$ cat src/rtl/ecall_pkg.sv
// ecall_pkg: shared types and constants for the ecall sequencer.
//   ecall_state_t  - sequencer FSM state
//   SVC_*          - a7 service codes (full 32-bit compare)
//   A0_IDX/A7_IDX  - register-file indices of the argument/service registers
package ecall_pkg;

  typedef enum logic [2:0] {
    StIdle,
    StPrint,
    StWaitIn,
    StWrite,
    StDone,
    StHalt
  } ecall_state_t;

  localparam logic [31:0] SVC_PRINT_INT = 32'd1;
  localparam logic [31:0] SVC_READ_INT  = 32'd5;
  localparam logic [31:0] SVC_EXIT      = 32'd10;

  localparam logic [4:0] A0_IDX = 5'd10;
  localparam logic [4:0] A7_IDX = 5'd17;

endpackage

$ cat src/rtl/ecall_ctrl.sv
// ecall_ctrl: sequences ecall system calls while the ecall sits in decode.
// Stalls the pipeline, dispatches on a7, drives the display / user-input
// handshake and writes read results back to a0.
// Ports:
//   clk, rst              core clock, asynchronous active-low reset
//   ecall_i               decode-stage instruction is ecall (held while stalled)
//   a0_i, a7_i            register-file values of x10 / x17
//   sw_i                  raw board switches, sign-extended on read
//   confirm_i             single-cycle debounced button pulse
//   stall_o               freeze PC and decode/execute registers
//   wb_en_o/rd_o/data_o   register-file write request (wins the write port)
//   disp_o                seven-segment display value
//   wait_in_o             waiting for user input
//   halt_o                program exited, sticky until reset
module ecall_ctrl
  import ecall_pkg::*;
#(
  parameter int unsigned SW_WIDTH = 16
) (
  input  logic                clk,
  input  logic                rst,
  input  logic                ecall_i,
  input  logic [31:0]         a0_i,
  input  logic [31:0]         a7_i,
  input  logic [SW_WIDTH-1:0] sw_i,
  input  logic                confirm_i,
  output logic                stall_o,
  output logic                wb_en_o,
  output logic [4:0]          wb_rd_o,
  output logic [31:0]         wb_data_o,
  output logic [31:0]         disp_o,
  output logic                wait_in_o,
  output logic                halt_o
);

  ecall_state_t state_q, state_d;
  logic [31:0]  svc_q, svc_d;
  logic [31:0]  arg_q, arg_d;
  logic [31:0]  data_q, data_d;
  logic [31:0]  disp_q, disp_d;
  logic [31:0]  sw_ext;
  logic         stall_raw;

  assign sw_ext = 32'($signed(sw_i));

  always_comb begin
    state_d   = state_q;
    svc_d     = svc_q;
    arg_d     = arg_q;
    data_d    = data_q;
    disp_d    = disp_q;
    stall_raw = 1'b0;
    wb_en_o   = 1'b0;
    wb_data_o = 32'd0;
    wait_in_o = 1'b0;
    halt_o    = 1'b0;

    unique case (state_q)
      StIdle: begin
        if (ecall_i) begin
          stall_raw = 1'b1;
          svc_d     = a7_i;
          arg_d     = a0_i;
          if (a7_i == SVC_PRINT_INT) begin
            state_d = StPrint;
            disp_d  = a0_i;
          end else if (a7_i == SVC_READ_INT) begin
            state_d = StWaitIn;
          end else if (a7_i == SVC_EXIT) begin
            state_d = StHalt;
          end else begin
            state_d = StDone;
          end
        end
      end
      StPrint: begin
        stall_raw = 1'b1;
        disp_d    = arg_q;  // display keeps the latched argument
        if (confirm_i) state_d = StDone;
      end
      StWaitIn: begin
        stall_raw = 1'b1;
        wait_in_o = 1'b1;
        if (confirm_i) begin
          data_d  = sw_ext;
          // Only a read service may reach the write-back state.
          state_d = (svc_q == SVC_READ_INT) ? StWrite : StDone;
        end
      end
      StWrite: begin
        stall_raw = 1'b1;
        wb_en_o   = 1'b1;
        wb_data_o = data_q;
        disp_d    = data_q;
        state_d   = StDone;
      end
      StDone: begin
        // Stall released for one cycle so the ecall retires; ecall_i ignored.
        state_d = StIdle;
      end
      StHalt: begin
        stall_raw = 1'b1;
        halt_o    = 1'b1;
      end
      default: state_d = StIdle;
    endcase
  end

  // Stall is combinational so it lands in the cycle the ecall is first seen.
  assign stall_o = stall_raw & rst;
  assign wb_rd_o = A0_IDX;
  assign disp_o  = disp_q;

  always_ff @(posedge clk or negedge rst) begin
    if (!rst) begin
      state_q <= StIdle;
      svc_q   <= 32'd0;
      arg_q   <= 32'd0;
      data_q  <= 32'd0;
      disp_q  <= 32'd0;
    end else begin
      state_q <= state_d;
      svc_q   <= svc_d;
      arg_q   <= arg_d;
      data_q  <= data_d;
      disp_q  <= disp_d;
    end
  end

endmodule

$ cat config.mk
export PLATFORM = sky130hd
export DESIGN_NAME = ecall_ctrl
export DESIGN_NICKNAME = d
export VERILOG_FILES = /design/src/rtl/ecall_pkg.sv /design/src/rtl/ecall_ctrl.sv
export SDC_FILE = /design/constraint.sdc
export NUM_CORES = 1
export LEC_CHECK = 0
export BUFFER_PORTS_ARGS = -buffer_cell sky130_fd_sc_hd__buf_2
export CORE_ASPECT_RATIO = 1.4
export CORE_MARGIN = 2
export CORE_UTILIZATION = 40
export CTS_BUF_LIST = sky130_fd_sc_hd__clkbuf_8
export CTS_CLUSTER_DIAMETER = 30
export DETAILED_ROUTE_END_ITERATION = 7
export PLACE_DENSITY = 0.64
export RECOVER_POWER = 25
export SYNTH_ARGS = -nofsm -noshare
export SYNTH_HDL_FRONTEND = slang
export SYNTH_SLANG_ARGS = --single-unit
$ cat constraint.sdc
create_clock -name clk -period 2.61 [get_ports clk]
set_input_delay 0 -clock clk [delete_from_list [all_inputs] [get_ports clk]]
set_output_delay 0 -clock clk [all_outputs]
set_load 0.02 [all_outputs]
* Yosys cells after proc, flatten, opt, wreduce, memory -nomap -nowiden
Cells that the tools add are included.
Cells by class: eq/ne operators 12, multiplexer cells 17, bitwise operators 2, reductions and logical operators 7
Operators by type and width (number):
- 32-bit two-way mux | 3
- 32-bit case mux with 3 select lines | 1
- 32-bit by 3-bit equality test with 1-bit output, second input constant | 2
- 32-bit by 1-bit equality test with 1-bit output, second input constant | 1
- 32-bit by 4-bit equality test with 1-bit output, second input constant | 1
- 3-bit two-way mux | 6
- 3-bit case mux with 5 select lines | 1
- 2-bit != test, second input constant | 4
- 3-bit by 2-bit equality test with 1-bit output, second input constant | 2
- 1-bit two-way mux | 5
- 2-bit AND reduction | 2
- 4-bit AND reduction | 1
- 4-bit OR reduction | 1
- 3-bit by 1-bit equality test with 1-bit output, second input constant | 1
- 3-bit equality test, second input constant | 1
- 3-bit zero test | 1
- 3-bit AND reduction | 1
- 3-bit nonzero test | 1
- 1-bit case mux with 2 select lines | 1
- 1-bit bitwise AND | 1
- 1-bit inverter | 1
Storage, ports and cells: bits in registers 115, bits of input ports 84, output and inout bits 73, logic and storage cells 43

* Longest topological paths before layout
word-level depth 6, depth in mapped cells 8, mapped depth without buffers 4

* Worst setup path after synthesis
OpenSTA, ideal clock, no wires.
path type register -> register, start register state_q[0], end register disp_q[15] (netlist: disp_o[15]), library setup time 0.126 ns, arrival 2.065 ns, data required time 2.484 ns, path slack 0.419 ns, stages on the path, launching flop included 9, buffers on the path 4, period minus slack after synthesis 2.191 ns, cell sequence dfrtp_1 -> clkbuf_1 -> nor4b_2 -> nand2b_1 -> clkbuf_1 -> o41a_1 -> buf_6 -> buf_8 -> a221o_1
On the way: longest elaborated chain between the ends 3, elaborated cells between the ends (all ways) 8, those cells by class eq/ne (4); mux (1); reduce/logical (3)
RTL lines:
- start, declared | line ecall_ctrl.sv:36 | ecall_state_t state_q, state_d;
- start signal, assigned | line ecall_ctrl.sv:116 | state_q <= StIdle;
- start signal, assigned | line ecall_ctrl.sv:122 | state_q <= state_d;
- 3-bit by 1-bit equality test with 1-bit output (tied with other cells) | line ecall_ctrl.sv:58 | unique case (state_q)
- 3-bit nonzero test (no source line) / 2-bit != test (equally long branches)
- 3-bit AND reduction (no source line)
- end signal, assigned | line ecall_ctrl.sv:126 | disp_q <= disp_d;
- end, declared | line ecall_ctrl.sv:40 | logic [31:0] disp_q, disp_d;
Several ways; a longest one is shown, not always the timed one. A chain may end at the register's enable or synchronous reset.

* Final worst setup path
start register state_q[1], end output wait_in_o
On the way: longest elaborated chain between the ends 2
RTL lines:
- 3-bit by 2-bit equality test with 1-bit output | line ecall_ctrl.sv:58
- 1-bit two-way mux | line ecall_ctrl.sv:58
- end, declared | line ecall_ctrl.sv:32 | output logic wait_in_o,
Every way passes these cells.

==> results.sh <==
export IMPL_status="finished, final reports clean"
export IMPL_multi_input_area_mm2=0.002157
export IMPL_cp_start_kind="flop"
export IMPL_ys_flop_type="dfrtp_1"
export IMPL_antenna_found_initial=0
export IMPL_cpPeakStageDelay_ps=460
export IMPL_min_from="ecall_i"
export IMPL_clock_path_buffers=2
export IMPL_ys_ff_latch=115
export IMPL_portBuffers=151
export IMPL_vdd_ir_drop_worst_mv=0.4257
export IMPL_fmax_ghz=0.4290
export IMPL_antenna_cells=0
export IMPL_synth_area_mm2=0.005344
export IMPL_syn_avg_cell_area_um2=12.37
export IMPL_worstPathMaxFanout=41
export IMPL_slew_headroom=0.1096
export IMPL_postCtsSetupRepairBufs=0
export IMPL_syn_to_final_growth_pct=38.26
export IMPL_slowest_stage="inv_1"
export IMPL_routed_via_density=5.152
export IMPL_grt_pass1_wl_um=22560
export IMPL_synth_edff_count=0
export IMPL_post_route_drc_count=0
export IMPL_nets=732
export IMPL_final_common_cell="buf_2"
export IMPL_dp_slack_ps=464.4
export IMPL_vias=4343
export IMPL_grt_usage=0.2032
export IMPL_gp_congestion=0.7937
export IMPL_cp_data_arrival_time_ps=2330
export IMPL_drive_gt1_frac=0.3979
export IMPL_pin_count=157
export IMPL_cts_root_buf="clkbuf_8"
export IMPL_grt_pass1_vias=4549
export IMPL_ys_seq_area_frac=0.5385
export IMPL_wl_per_cell_um=16.99
export IMPL_maxSlewViolCount=0
export IMPL_yosys_warnings=0
export IMPL_tightest_slew_ps=1336
export IMPL_skew_ps=9.148
export IMPL_fin_util=0.5597
export IMPL_fin_ws_ps=279.0
export IMPL_grt_setup_unrepaired="false"
export IMPL_fin_crit_sh=0.8931
export IMPL_r2r_start="state_q[2]"
export IMPL_r2r_slack_ps=450
export IMPL_clkTransAtPathRegs_ps=70
export IMPL_setup_viol=0
export IMPL_routed_wl_um=14320
export IMPL_dieArea_mm2=0.01431
export IMPL_path_class="flop to output pin"
export IMPL_ys_types=44
export IMPL_cp_end_kind="output pin"
export IMPL_hold_viol=0
export IMPL_drtIter0Drc=160
export IMPL_clock_sinks=115
export IMPL_numCtsBuffers=17
export IMPL_start_util=0.4048
export IMPL_startpoint="state_q[1]"
export IMPL_dp_hpwl_um=9414
export IMPL_cts_htree_levels=4
export IMPL_ant_nets=0
export IMPL_drv_cap=0
export IMPL_crit_chain="buf_4, inv_1, nor3_1, buf_2"
export IMPL_drtPass1Iterations=4
export IMPL_die_h_um=140.8
export IMPL_setup_tns_final_ps=0
export IMPL_final_cell_mix="buf_2 (126), dfrtp_1 (114), dlygate4sd3_1 (82)"
export IMPL_clock_latency_ps=420
export IMPL_rows=50
export IMPL_hold_class="primary input to flop"
export IMPL_die_x_um=101.7
export IMPL_worstPathRequired_ps=2610
export IMPL_n_fill_cell=1133
export IMPL_postSynthCellCount=432
export IMPL_grt_overflow_total=0
export IMPL_grt_max_degree=66
export IMPL_core_region_area_mm2=0.01320
export IMPL_cts_tree="built"
export IMPL_async_flop_share=1.000
export IMPL_seq_area_mm2=0.002879
export IMPL_period_needed_ps=2331
export IMPL_power_density_mw_per_mm2=591.8
export IMPL_p_leak_uw=0.003485
## worst paths after layout
kind / endpoint / depth (start not counted)
worst max-delay path: wait_in_o / 4
max in group asynchronous: disp_o[31] / 3
worst min register to register: arg_q[11] / 1
worst min-delay path: state_q[2] / 5
worst max register to register: disp_o[27] / 5
min in group asynchronous: svc_q[28] / 2
## per-stage QoR
step | cell area [um^2] | hold WS, ps | power, uW | std cells
2_1_floorplan | 5355 | -295.6 | 2258 | 435
3_3_place_gp | 6151 | 73.17 | 2412 | 729
3_5_place_dp | 6151 | 79.81 | 2433 | 729
4_1_cts | 7421 | 80.66 | 4416 | 843
5_1_grt | 7388 | 139.1 | 4555 | 843
6_report | 7388 | 99.33 | 4373 | 843
## report_power, final
group | switching [uW] | leakage [uW] | internal (uW)
clock network | 751 | 0.000227 | 1130
logic | 191 | 0.00183 | 290
registers | 80.4 | 0.00143 | 1930
## cell usage after synthesis (all sizes together), types with 2 or more instances
cell    count  area share
nor4       13       0.018
nand2b      3      0.0035
nor3        4      0.0037
nand2      17       0.012
nand4       8      0.0094
conb        2      0.0014
nor2       20       0.014
and3       18       0.021
a31oi       5      0.0059
dfrtp     115        0.54
a21oi      18       0.017
mux2i      15       0.028
or4         4      0.0063
o41ai       5      0.0082
buf        30       0.043
mux2       79        0.17
o21ai       4      0.0037
nor2b       3      0.0035
inv         3      0.0021
a221o      26       0.050
clkbuf     23       0.016
and2        2      0.0023
## registers in the layout, summed over array words and instances (netlist names)
| register | cells |
|---|---|
| state_q | 3 |
| arg_q | 32 |
| svc_q | 32 |
| disp_o | 32 |
| data_q | 16 |
## critical path, delay by kind of cell (launching register included)
kind | cells | cell delay (ps)
buf+inv | 3 | 1150
flops | 1 | 390
simple gates | 1 | 360
## final cells by class
cell class / count / area share
Multi-Input combinational cell: 264 / 0.2920
Clock buffer: 17 / 0.03167
Clock inverter: 15 / 0.02913
Timing Repair Buffer: 247 / 0.2252
Inverter: 3 / 0.001524
Sequential cell: 115 / 0.3897
Tap cell: 182 / 0.03082
## per-layer routing
metal | routed length, um | track usage
met1 | 5863 | 0.2342
met2 | 7609 | 0.3636
met3 | 665 | 0.04958
met4 | 184 | 0.06543
met5 | 0 | 0
## what timing repair did
item                      4_1_cts  5_1_grt
resized for setup               0        0
hold endpoints to repair      164        0
hold buffers                   82        0
## logic make-up after synthesis
logic type,count (synthesis),synth area share
muxes,94,0.1946
buffers and inverters,56,0.06158
xor gates and xnor gates,1,0.001639
other,2,0.001405
AOI/OAI and AO/OA,65,0.09693
and+or+nand+nor,99,0.1054
DFF,115,0.5385
Note: power is estimated with default switching activity, not from simulation.
